==> config.mk <==
export PLATFORM = sky130hd
export DESIGN_NAME = mem_stage_flat
export DESIGN_NICKNAME = d
export VERILOG_FILES = /design/src/rtl/mem_stage_if.sv /design/src/rtl/mem_stage.sv /design/src/flat_wrapper.sv
export SDC_FILE = /design/constraint.sdc
export NUM_CORES = 1
export LEC_CHECK = 0
export ABC_CLOCK_PERIOD_IN_PS = 1950
export BUFFER_PORTS_ARGS = -buffer_cell sky130_fd_sc_hd__buf_2
export CELL_PAD_IN_SITES_DETAIL_PLACEMENT = 0
export CELL_PAD_IN_SITES_GLOBAL_PLACEMENT = 2
export CORE_MARGIN = 4
export CORE_UTILIZATION = 24
export CTS_CLUSTER_DIAMETER = 120
export CTS_CLUSTER_SIZE = 12
export DETAILED_ROUTE_END_ITERATION = 8
export GPL_TIMING_DRIVEN = 0
export PLACE_DENSITY_LB_ADDON = 0.25
export RECOVER_POWER = 50
export SYNTH_ARGS = -nofsm -noshare
export SYNTH_HDL_FRONTEND = slang
export SYNTH_SLANG_ARGS = --single-unit
==> constraint.sdc <==
create_clock -name clk -period 1.95 [get_ports clk]
set_clock_uncertainty 0.1 [all_clocks]
set_input_delay 0.39 -clock clk [delete_from_list [all_inputs] [get_ports clk]]
set_output_delay 0.39 -clock clk [all_outputs]
set_load 0.01 [all_outputs]
==> src/rtl/mem_stage_if.sv <==
// Data-memory port of the MEM stage: a req/ack handshake carrying address,
// byte enables and store data out, load data back.
interface mem_stage_if;
  logic        data_req;
  logic        data_wr;
  logic [3:0]  data_be;
  logic [31:0] data_addr;
  logic [31:0] data_wdata;
  logic [31:0] data_rdata;
  logic        data_ack;

  modport master (
    output data_req, data_wr, data_be, data_addr, data_wdata,
    input  data_rdata, data_ack
  );

  modport slave (
    input  data_req, data_wr, data_be, data_addr, data_wdata,
    output data_rdata, data_ack
  );
endinterface

==> src/rtl/mem_stage.sv <==
// mem_stage: memory-access stage of the five-stage MIPS pipeline.
// Registers the execute outputs, runs one req/ack transaction per load/store
// with little-endian lane steering, and stalls upstream while it is pending.
// Optional feature macro: MEM_ALIGN_CHECK_EN (misaligned half/word accesses
// are flagged on addr_err and suppressed instead of issued).
module mem_stage (
  input  logic        clk,
  input  logic        rst,
  input  logic        stall,
  input  logic [31:0] alu_result_in,
  input  logic [31:0] mem_addr_in,
  input  logic [31:0] store_data_in,
  input  logic [31:0] inst_in,
  input  logic [4:0]  write_reg_in,
  input  logic        reg_write_in,
  input  logic        mem_to_reg_in,
  input  logic        mem_read_in,
  input  logic        mem_write_in,
  mem_stage_if.master dmem,
  output logic        mem_stall,
  output logic [31:0] wb_data,
  output logic [4:0]  wb_reg,
  output logic        wb_we,
  output logic [31:0] inst_out,
  output logic        addr_err
);

  typedef struct packed {
    logic [31:0] alu;
    logic [31:0] addr;
    logic [31:0] sd;
    logic [31:0] inst;
    logic [4:0]  wreg;
    logic        rw;
    logic        m2r;
    logic        mr;
    logic        mw;
  } stage_t;

  typedef enum logic [1:0] {IDLE = 2'd0, BUSY = 2'd1, DONE = 2'd2} state_t;

  stage_t      st_q, st_d;
  state_t      state_q, state_d;
  logic [31:0] ld_q;
  logic        ld_en, memop, mis, req;
  logic [5:0]  op;
  logic        is_byte, is_half, unsgn;
  logic [1:0]  lane;
  logic [3:0]  be;
  logic [31:0] wdata, sh, ext;

  assign st_d = '{alu: alu_result_in, addr: mem_addr_in, sd: store_data_in,
                  inst: inst_in, wreg: write_reg_in, rw: reg_write_in,
                  m2r: mem_to_reg_in, mr: mem_read_in, mw: mem_write_in};

  // The stage only advances when neither the hazard unit nor this stage holds it.
  assign ld_en = !stall && !mem_stall;

  // Stage register; reset leaves a NOP bubble.
  always_ff @(posedge clk) begin
    if (rst)        st_q <= '0;
    else if (ld_en) st_q <= st_d;
  end

  // Width/sign decode: opcode[1:0] gives the size, opcode[2] the unsigned flavour.
  assign op      = st_q.inst[31:26];
  assign is_byte = (op[1:0] == 2'b00);
  assign is_half = (op[1:0] == 2'b01);
  assign unsgn   = op[2];
  assign memop   = st_q.mr | st_q.mw;

  // Low address bits below the access width are dropped, so a half uses a[1]
  // and a word always starts at lane 0.
  assign lane = is_byte ? st_q.addr[1:0] :
                is_half ? {st_q.addr[1], 1'b0} : 2'b00;

`ifdef MEM_ALIGN_CHECK_EN
  assign mis = memop && ((is_half && st_q.addr[0]) ||
                         (!is_byte && !is_half && (st_q.addr[1:0] != 2'b00)));
`else
  assign mis = 1'b0;
`endif

  // Byte enables and lane-replicated store data.
  always_comb begin
    be    = 4'b1111;
    wdata = st_q.sd;
    if (is_byte) begin
      be    = 4'b0001 << lane;
      wdata = {4{st_q.sd[7:0]}};
    end else if (is_half) begin
      be    = lane[1] ? 4'b1100 : 4'b0011;
      wdata = {2{st_q.sd[15:0]}};
    end
  end

  // Load extraction from the captured word with sign/zero extension.
  assign sh = ld_q >> {lane, 3'b000};
  always_comb begin
    ext = ld_q;
    if (is_byte)      ext = unsgn ? {24'h0, sh[7:0]}  : {{24{sh[7]}}, sh[7:0]};
    else if (is_half) ext = unsgn ? {16'h0, sh[15:0]} : {{16{sh[15]}}, sh[15:0]};
  end

  // FSM state register.
  always_ff @(posedge clk) begin
    if (rst) state_q <= IDLE;
    else     state_q <= state_d;
  end

  // FSM next state: one transaction per instruction, DONE waits for the stage to advance.
  always_comb begin
    state_d = state_q;
    case (state_q)
      IDLE:    if (memop && !mis) state_d = dmem.data_ack ? DONE : BUSY;
      BUSY:    if (dmem.data_ack) state_d = DONE;
      DONE:    if (ld_en)         state_d = IDLE;
      default: state_d = IDLE;
    endcase
  end

  // FSM outputs: request is raised in IDLE for a fresh mem op and held through BUSY.
  always_comb begin
    req       = 1'b0;
    mem_stall = 1'b0;
    case (state_q)
      IDLE: begin
        req       = memop && !mis;
        mem_stall = memop && !mis;
      end
      BUSY: begin
        req       = 1'b1;
        mem_stall = 1'b1;
      end
      default: ;
    endcase
  end

  // Load data is captured on the ack edge and held for write-back.
  always_ff @(posedge clk) begin
    if (rst)                        ld_q <= '0;
    else if (req && dmem.data_ack)  ld_q <= dmem.data_rdata;
  end

  // The port stays quiet unless a request is active.
  assign dmem.data_req   = req;
  assign dmem.data_wr    = req & st_q.mw;
  assign dmem.data_be    = req ? be : 4'b0000;
  assign dmem.data_addr  = req ? {st_q.addr[31:2], 2'b00} : 32'h0;
  assign dmem.data_wdata = (req && st_q.mw) ? wdata : 32'h0;

  assign addr_err = mis;
  assign wb_data  = st_q.m2r ? ext : st_q.alu;
  assign wb_reg   = st_q.wreg;
  assign wb_we    = st_q.rw && !mis && !mem_stall;
  assign inst_out = st_q.inst;

endmodule

==> src/flat_wrapper.sv <==
// flat-port wrapper written by rule: the top's interface ports become plain ports
module mem_stage_flat 
  (clk, rst, stall, alu_result_in, mem_addr_in, store_data_in, inst_in, write_reg_in, reg_write_in, mem_to_reg_in, mem_read_in, mem_write_in, mem_stall, wb_data, wb_reg, wb_we, inst_out, addr_err, dmem_data_req, dmem_data_wr, dmem_data_be, dmem_data_addr, dmem_data_wdata, dmem_data_rdata, dmem_data_ack);
  mem_stage_if dmem_i ();
  input  logic clk;
  input  logic rst;
  input  logic stall;
  input  logic [31:0] alu_result_in;
  input  logic [31:0] mem_addr_in;
  input  logic [31:0] store_data_in;
  input  logic [31:0] inst_in;
  input  logic [4:0] write_reg_in;
  input  logic reg_write_in;
  input  logic mem_to_reg_in;
  input  logic mem_read_in;
  input  logic mem_write_in;
  output logic mem_stall;
  output logic [31:0] wb_data;
  output logic [4:0] wb_reg;
  output logic wb_we;
  output logic [31:0] inst_out;
  output logic addr_err;
  output wire logic [$bits(dmem_i.data_req)-1:0] dmem_data_req;
  output wire logic [$bits(dmem_i.data_wr)-1:0] dmem_data_wr;
  output wire logic [$bits(dmem_i.data_be)-1:0] dmem_data_be;
  output wire logic [$bits(dmem_i.data_addr)-1:0] dmem_data_addr;
  output wire logic [$bits(dmem_i.data_wdata)-1:0] dmem_data_wdata;
  input wire logic [$bits(dmem_i.data_rdata)-1:0] dmem_data_rdata;
  input wire logic [$bits(dmem_i.data_ack)-1:0] dmem_data_ack;
  assign dmem_data_req = dmem_i.data_req;
  assign dmem_data_wr = dmem_i.data_wr;
  assign dmem_data_be = dmem_i.data_be;
  assign dmem_data_addr = dmem_i.data_addr;
  assign dmem_data_wdata = dmem_i.data_wdata;
  assign dmem_i.data_rdata = dmem_data_rdata;
  assign dmem_i.data_ack = dmem_data_ack;
  mem_stage u_core (.clk(clk), .rst(rst), .stall(stall), .alu_result_in(alu_result_in), .mem_addr_in(mem_addr_in), .store_data_in(store_data_in), .inst_in(inst_in), .write_reg_in(write_reg_in), .reg_write_in(reg_write_in), .mem_to_reg_in(mem_to_reg_in), .mem_read_in(mem_read_in), .mem_write_in(mem_write_in), .dmem(dmem_i), .mem_stall(mem_stall), .wb_data(wb_data), .wb_reg(wb_reg), .wb_we(wb_we), .inst_out(inst_out), .addr_err(addr_err));
endmodule
-- Word-level counts from Yosys, hierarchy flattened
Index checks and enable logic that the tools add are counted.
- register bits after elaboration: 171
- bits of input ports: 173
- output and inout bits: 142
- logic and storage cells: 51
- equality and inequality tests: 6
- shift operators: 2
- muxes and demuxes: 21
- bitwise gates (word level): 2
- reductions and logical operators: 9
- operators with widths (cell ; number):
    $mux 32 ; 9
    $shr 32x5->16 ; 1
    $mux 4 ; 4
    $mux 2 ; 6
    $pmux 2 s3 ; 1
    $eq 2x1->1 const B ; 2
    $logic_and 1x1->1 ; 4
    $logic_not 2->1 ; 2
    $ne 2x1->1 const B ; 2
    $shl 1x2->4 const A ; 1
    $reduce_and 3->1 ; 1
    $eq 2x2->1 const B ; 1
    $logic_not 1->1 ; 2
    $ne 2x2->1 const B ; 1
    $pmux 1 s2 ; 1
    $and 1x1->1 ; 1
    $or 1x1->1 ; 1

-- Depth between registers and ports, before layout
- word-level depth: 8
- depth in mapped cells: 7

-- Worst setup path after synthesis
No wires, ideal clock.
- path type: register to output
- start: register u_core.st_q, in the netlist u_core.inst_out[27]
- end: output port wb_data[10]
- arrival: 1.538 ns
- required time: 1.460 ns
- setup slack: -0.078 ns
- stages on the path, launching flop included: 7
- buffers on the path: 2
- cells stage by stage: dfxtp_1 buf_4 or2_0 buf_2 a311oi_2 nand3_2 a31oi_1
- word-level cells in the longest chain between the ends: 8
- ends and longest elaborated chain (what ; RTL line ; source):
    start: declaration ; mem_stage.sv:42 ; stage_t st_q, st_d;
    start signal: assignment ; mem_stage.sv:62 ; else if (ld_en) st_q <= st_d;
    $eq 2x1->1 ; mem_stage.sv:68 ; assign is_half = (op[1:0] == 2'b01);
    $mux 2 ; mem_stage.sv:75 ; is_half ? {st_q.addr[1], 1'b0} : 2'b00;
    $mux 2 ; mem_stage.sv:74 ; assign lane = is_byte ? st_q.addr[1:0] :
    $shr 32x5->16 ; mem_stage.sv:98 ; assign sh = ld_q >> {lane, 3'b000};
    $mux 32 (2 in a row) ; mem_stage.sv:102 ; else if (is_half) ext = unsgn ? {16'h0, sh[15:0]} : {{16{sh[15]}}, sh[15:0]};
    $mux 32 * ; mem_stage.sv:101 ; if (is_byte) ext = unsgn ? {24'h0, sh[7:0]} : {{24{sh[7]}}, sh[7:0]};
    $mux 32 * ; mem_stage.sv:153 ; assign wb_data = st_q.m2r ? ext : st_q.alu;
    end: declaration ; flat_wrapper.sv:18 ; output logic [31:0] wb_data;
Every way passes the cells marked *; elsewhere a longest branch is shown, timed or not.

-- Worst setup path in the final report
- start: register u_core.st_q[73] (netlist name)
- end: output port wb_data[4]
- word-level cells in the longest chain between the ends: 6
- ends and longest elaborated chain (what ; RTL line):
    $mux 2 * ; mem_stage.sv:74
    $shr 32x5->16 * ; mem_stage.sv:98
    $mux 32 (2 in a row) ; mem_stage.sv:102
    $mux 32 * ; mem_stage.sv:101
    $mux 32 * ; mem_stage.sv:153
Marks and branches as above.

==> Flow_metrics.wiki <==
{| class="wikitable"
! Metric !! Value
|-
| Crit path largest cell delay || 490 ps
|-
| Wire length after detailed routing || 36.7 mm
|-
| Worst-margin pin slew || 678 ps
|-
| Largest family of logic cells by synthesized area || simple AND/OR/NAND/NOR gates
|-
| TritonCTS clock tree || yes
|-
| Effective utilization at floorplan || 24.6%
|-
| Number of cells produced by synthesis || 1095
|-
| Number of slew-limit violations in the final report || 0
|-
| Number of distinct library cell variants in the gate-level netlist after synthesis || 47
|-
| Largest net degree at the start of global routing || 17
|-
| CTS Hold Buffers Added || 0
|-
| Final total negative setup slack || -39200 ps
|-
| Simple-gate share of the synthesized area || 24.3%
|-
| Buffer cell driving the clock tree root || sky130_fd_sc_hd__clkbuf_16
|-
| Type of origin of the critical path || flop
|-
| Number of buffers between clock root and the deepest sink || 2
|-
| Count of antenna-violating nets left after detailed routing || 0
|-
| Compound-gate portion of the synthesized area || 20.3%
|-
| Async SR Flop Fraction || 0%
|-
| Global-route wire length before repair || 54.1 mm
|-
| Result of the run || finished, violations left
|-
| Flip-flop count of the largest register, all copies and words added || 100
|-
| Worst hold slack || 79.8 ps
|-
| Max H-tree Level || 4
|-
| Antenna diode count || 0
|-
| Number of hold-slack violations in the final timing report || 0
|-
| Most frequent standard cell in the layout excluding fill and tap cells || sky130_fd_sc_hd__nand2_1
|-
| Remaining routing DRC violations || 0
|-
| Comb pwr share || 29.8%
|-
| Synthesized-area fraction occupied by adder cells || 0%
|-
| Violation count after the first detailed-routing iteration || 317
|-
| Failing checks || negative setup slack
|-
| X dimension of the die || 194 µm
|-
| Cell leakage power || 5.45 nW
|-
| MaxCap Viol Count || 0
|-
| Sw Ratio || 31.8%
|-
| CP Max Fanout || 7
|-
| Number of enable flip-flop cells after synthesis || 0
|-
| Sequential cell area in the final layout || 3440 µm²
|-
| Clock network fraction of total power || 32.5%
|-
| Gr usage total || 18.3%
|-
| Hold/Removal Path Class || in -> reg
|-
| Maximum frequency from static timing analysis || 0.377 GHz
|-
| Data arrival time of the worst path || 2160 ps
|-
| Count of buffers from port buffering || 310
|-
| Die Y-Extent || 194 µm
|-
| Power per standard cell area || 794 nW/µm²
|-
| Setup slack of the critical path after layout || -701 ps
|-
| Ys Warns || 0
|-
| Top flip-flop cell by instance count after synthesis || sky130_fd_sc_hd__dfxtp_1
|-
| Total power draw || 10.5 mW
|-
| Antenna violations before repair || 7
|-
| Number of I/O pins || 315
|-
| Power Internal || 7.17 mW
|-
| Number of placed instances, taps included || 1855
|-
| Global-route congestion overflow total || 0
|-
| Area of the multi-input gates || 4680 µm²
|-
| Most frequent cells in the layout || sky130_fd_sc_hd__nand2_1 (367), sky130_fd_sc_hd__buf_2 (241), sky130_fd_sc_hd__dfxtp_1 (163)
|-
| Reg with most FFs || u_core.st_q
|-
| Worst-path clk slew || 80 ps
|-
| Kind of end point of the critical path || output pin
|-
| # fillers || 3670
|-
| Clock latency on the worst-skew pair || 430 ps
|-
| Post-synthesis sequential area ratio || 41.2%
|-
| DIE AREA || 37700 µm²
|-
| Crit path time final || 2650 ps
|-
| Number of clock buffers inserted by TritonCTS || 17
|-
| Critical path data required time || 1460 ps
|-
| Peak ir drop on the vdd network || 0.592 mV
|-
| WL/cell || 18.8 µm
|-
| Startpoint-to-endpoint class of the critical path || reg -> out
|-
| Synthesized flop and latch total || 171
|-
| Pre-Repair DR Iteration Count || 5
|-
| Crit path max-delay cell type || sky130_fd_sc_hd__a222oi_1
|-
| Post-synthesis to final-layout area growth || 59.3%
|-
| # nets final || 1668
|-
| Tcrit/Tclk final || 136%
|-
| NetSw || 3.35 mW
|-
| Post-layout instance count excluding filler cells || 1956
|-
| Unrepaired setup endpoints after global routing || yes
|-
| Core Rows || 67
|-
| Number of global-route vias before repair || 9024
|-
| Weighted congestion reported at the end of routability-driven placement || 0.801
|-
| Number of clock sinks || 171
|-
| Fraction of layout instances using a drive strength above 1 || 43.4%
|-
| Area of the core || 33900 µm²
|-
| Total number of vias || 8812
|-
| Relative max-transition margin || 54.8%
|-
| Synthesized area divided by synthesized cell count || 7.60 µm²
|-
| Vias per cell || 4.51
|-
| List of cells traversed by the critical path || nor2b_4 -> buf_6 -> mux2_4 -> a222oi_1 -> a21oi_1 -> buf_2
|-
| Setup-violating endpoint count in the final report || 164
|-
| Post-Route Utilization || 39.1%
|-
| Sequential cell fraction of total power || 37.8%
|-
| Cell area after synthesis || 8320 µm²
|-
| Fraction of synthesized area in multiplexers || 2.99%
|-
| Hpwl dp || 26.4 mm
|-
| Fraction of synthesized cell area in xor and xnor cells || 0%
|}
==> Yosys cell counts (5+ instances only) <==
cell / n / area (µm²)
sky130_fd_sc_hd__a21oi_1: 193 / 966
sky130_fd_sc_hd__a31oi_1: 8 / 50.1
sky130_fd_sc_hd__and2_1: 11 / 68.8
sky130_fd_sc_hd__a22o_1: 8 / 70.1
sky130_fd_sc_hd__o21ai_0: 5 / 25.0
sky130_fd_sc_hd__clkbuf_1: 40 / 150
sky130_fd_sc_hd__a211oi_2: 10 / 125
sky130_fd_sc_hd__a21oi_2: 19 / 166
sky130_fd_sc_hd__nand2_1: 373 / 1400
sky130_fd_sc_hd__and3_1: 31 / 194
sky130_fd_sc_hd__mux2_2: 7 / 78.8
sky130_fd_sc_hd__buf_2: 28 / 140
sky130_fd_sc_hd__buf_6: 6 / 67.6
sky130_fd_sc_hd__buf_4: 43 / 323
sky130_fd_sc_hd__nor2_1: 57 / 214
sky130_fd_sc_hd__a22oi_1: 8 / 60.1
sky130_fd_sc_hd__buf_12: 11 / 220
sky130_fd_sc_hd__inv_1: 5 / 18.8
sky130_fd_sc_hd__mux2i_1: 17 / 170
sky130_fd_sc_hd__a222oi_1: 7 / 70.1
sky130_fd_sc_hd__dfxtp_1: 171 / 3420
sky130_fd_sc_hd__a211oi_1: 6 / 45.0
==> cell type report <==
type                            instances  share of cell area, %
Buffer                                125                   9.15
Clock buffer                           20                   3.45
Sequential cell                       171                   26.0
Inverter                                7                  0.312
Tap cell                              448                   4.23
Multi-Input combinational cell        790                   35.3
Clock inverter                         12                  0.869
Timing Repair Buffer                  383                   20.7
==> stage by stage <==
stage | instance area, µm² | setup WS [ps]
after floorplan | 8400 | -42.9
after global placement | 10500 | -771
after detailed placement | 10500 | -813
after CTS | 12300 | -722
after global routing | 13200 | -769
final | 13200 | -701
==> worst max-delay path, delay by kind of cell, from the launching register on <==
family	cells	cell delay, ps
buffers and inverters	2	310
DFF	1	360
muxes	1	320
and+or+nand+nor	1	130
AOI/OAI and AO/OA	2	620
==> cells by family after synthesis <==
family                 Yosys count
AND/OR/NAND/NOR                491
AO/OA/AOI/OAI                  272
flip-flops                     171
buffers and inverters          136
multiplexers                    24
other                            1
==> layer usage <==
layer	share of wire [%]	routed length, µm	track usage, %
met1	42	15400	22.0
met2	51	18500	32.2
met3	5.8	2140	5.54
met4	1.5	541	4.43
met5	0.20	74	0
==> power by group through the flow <==
stage | logic, mW | clock network [mW] | registers [mW]
after floorplan | 1.43 | 0 | 3.96
after global placement | 2.24 | 0 | 4.04
after detailed placement | 2.25 | 0 | 4.04
after CTS | 2.71 | 3.54 | 3.97
after global routing | 3.40 | 3.68 | 4.01
final | 3.13 | 3.42 | 3.98
==> path summary, 6_finish.rpt <==
check | start | slack [ps] | cells past startpoint | endpoint
hold reg to reg | u_core.inst_out[2] | 350 | 2 | u_core.inst_out[2]
hold / removal | alu_result_in[1] | 80 | 3 | u_core.st_q[106]
setup / recovery | u_core.st_q[73] | -700 | 6 | wb_data[4]
setup reg to reg | u_core.st_q[1] | -60 | 9 | u_core.st_q[118]
==> what timing repair did <==
| item | in CTS | in global routing |
|---|---|---|
| resized for setup | 203 | 162 |
| endpoints found under the hold margin | 0 | 0 |
| gates cloned | 5 | 12 |
| pin swaps | 36 | 31 |
| buffers inserted | 32 | 25 |
| setup endpoints to repair | 205 | 251 |
Note: power is estimated with default switching activity, not from simulation.
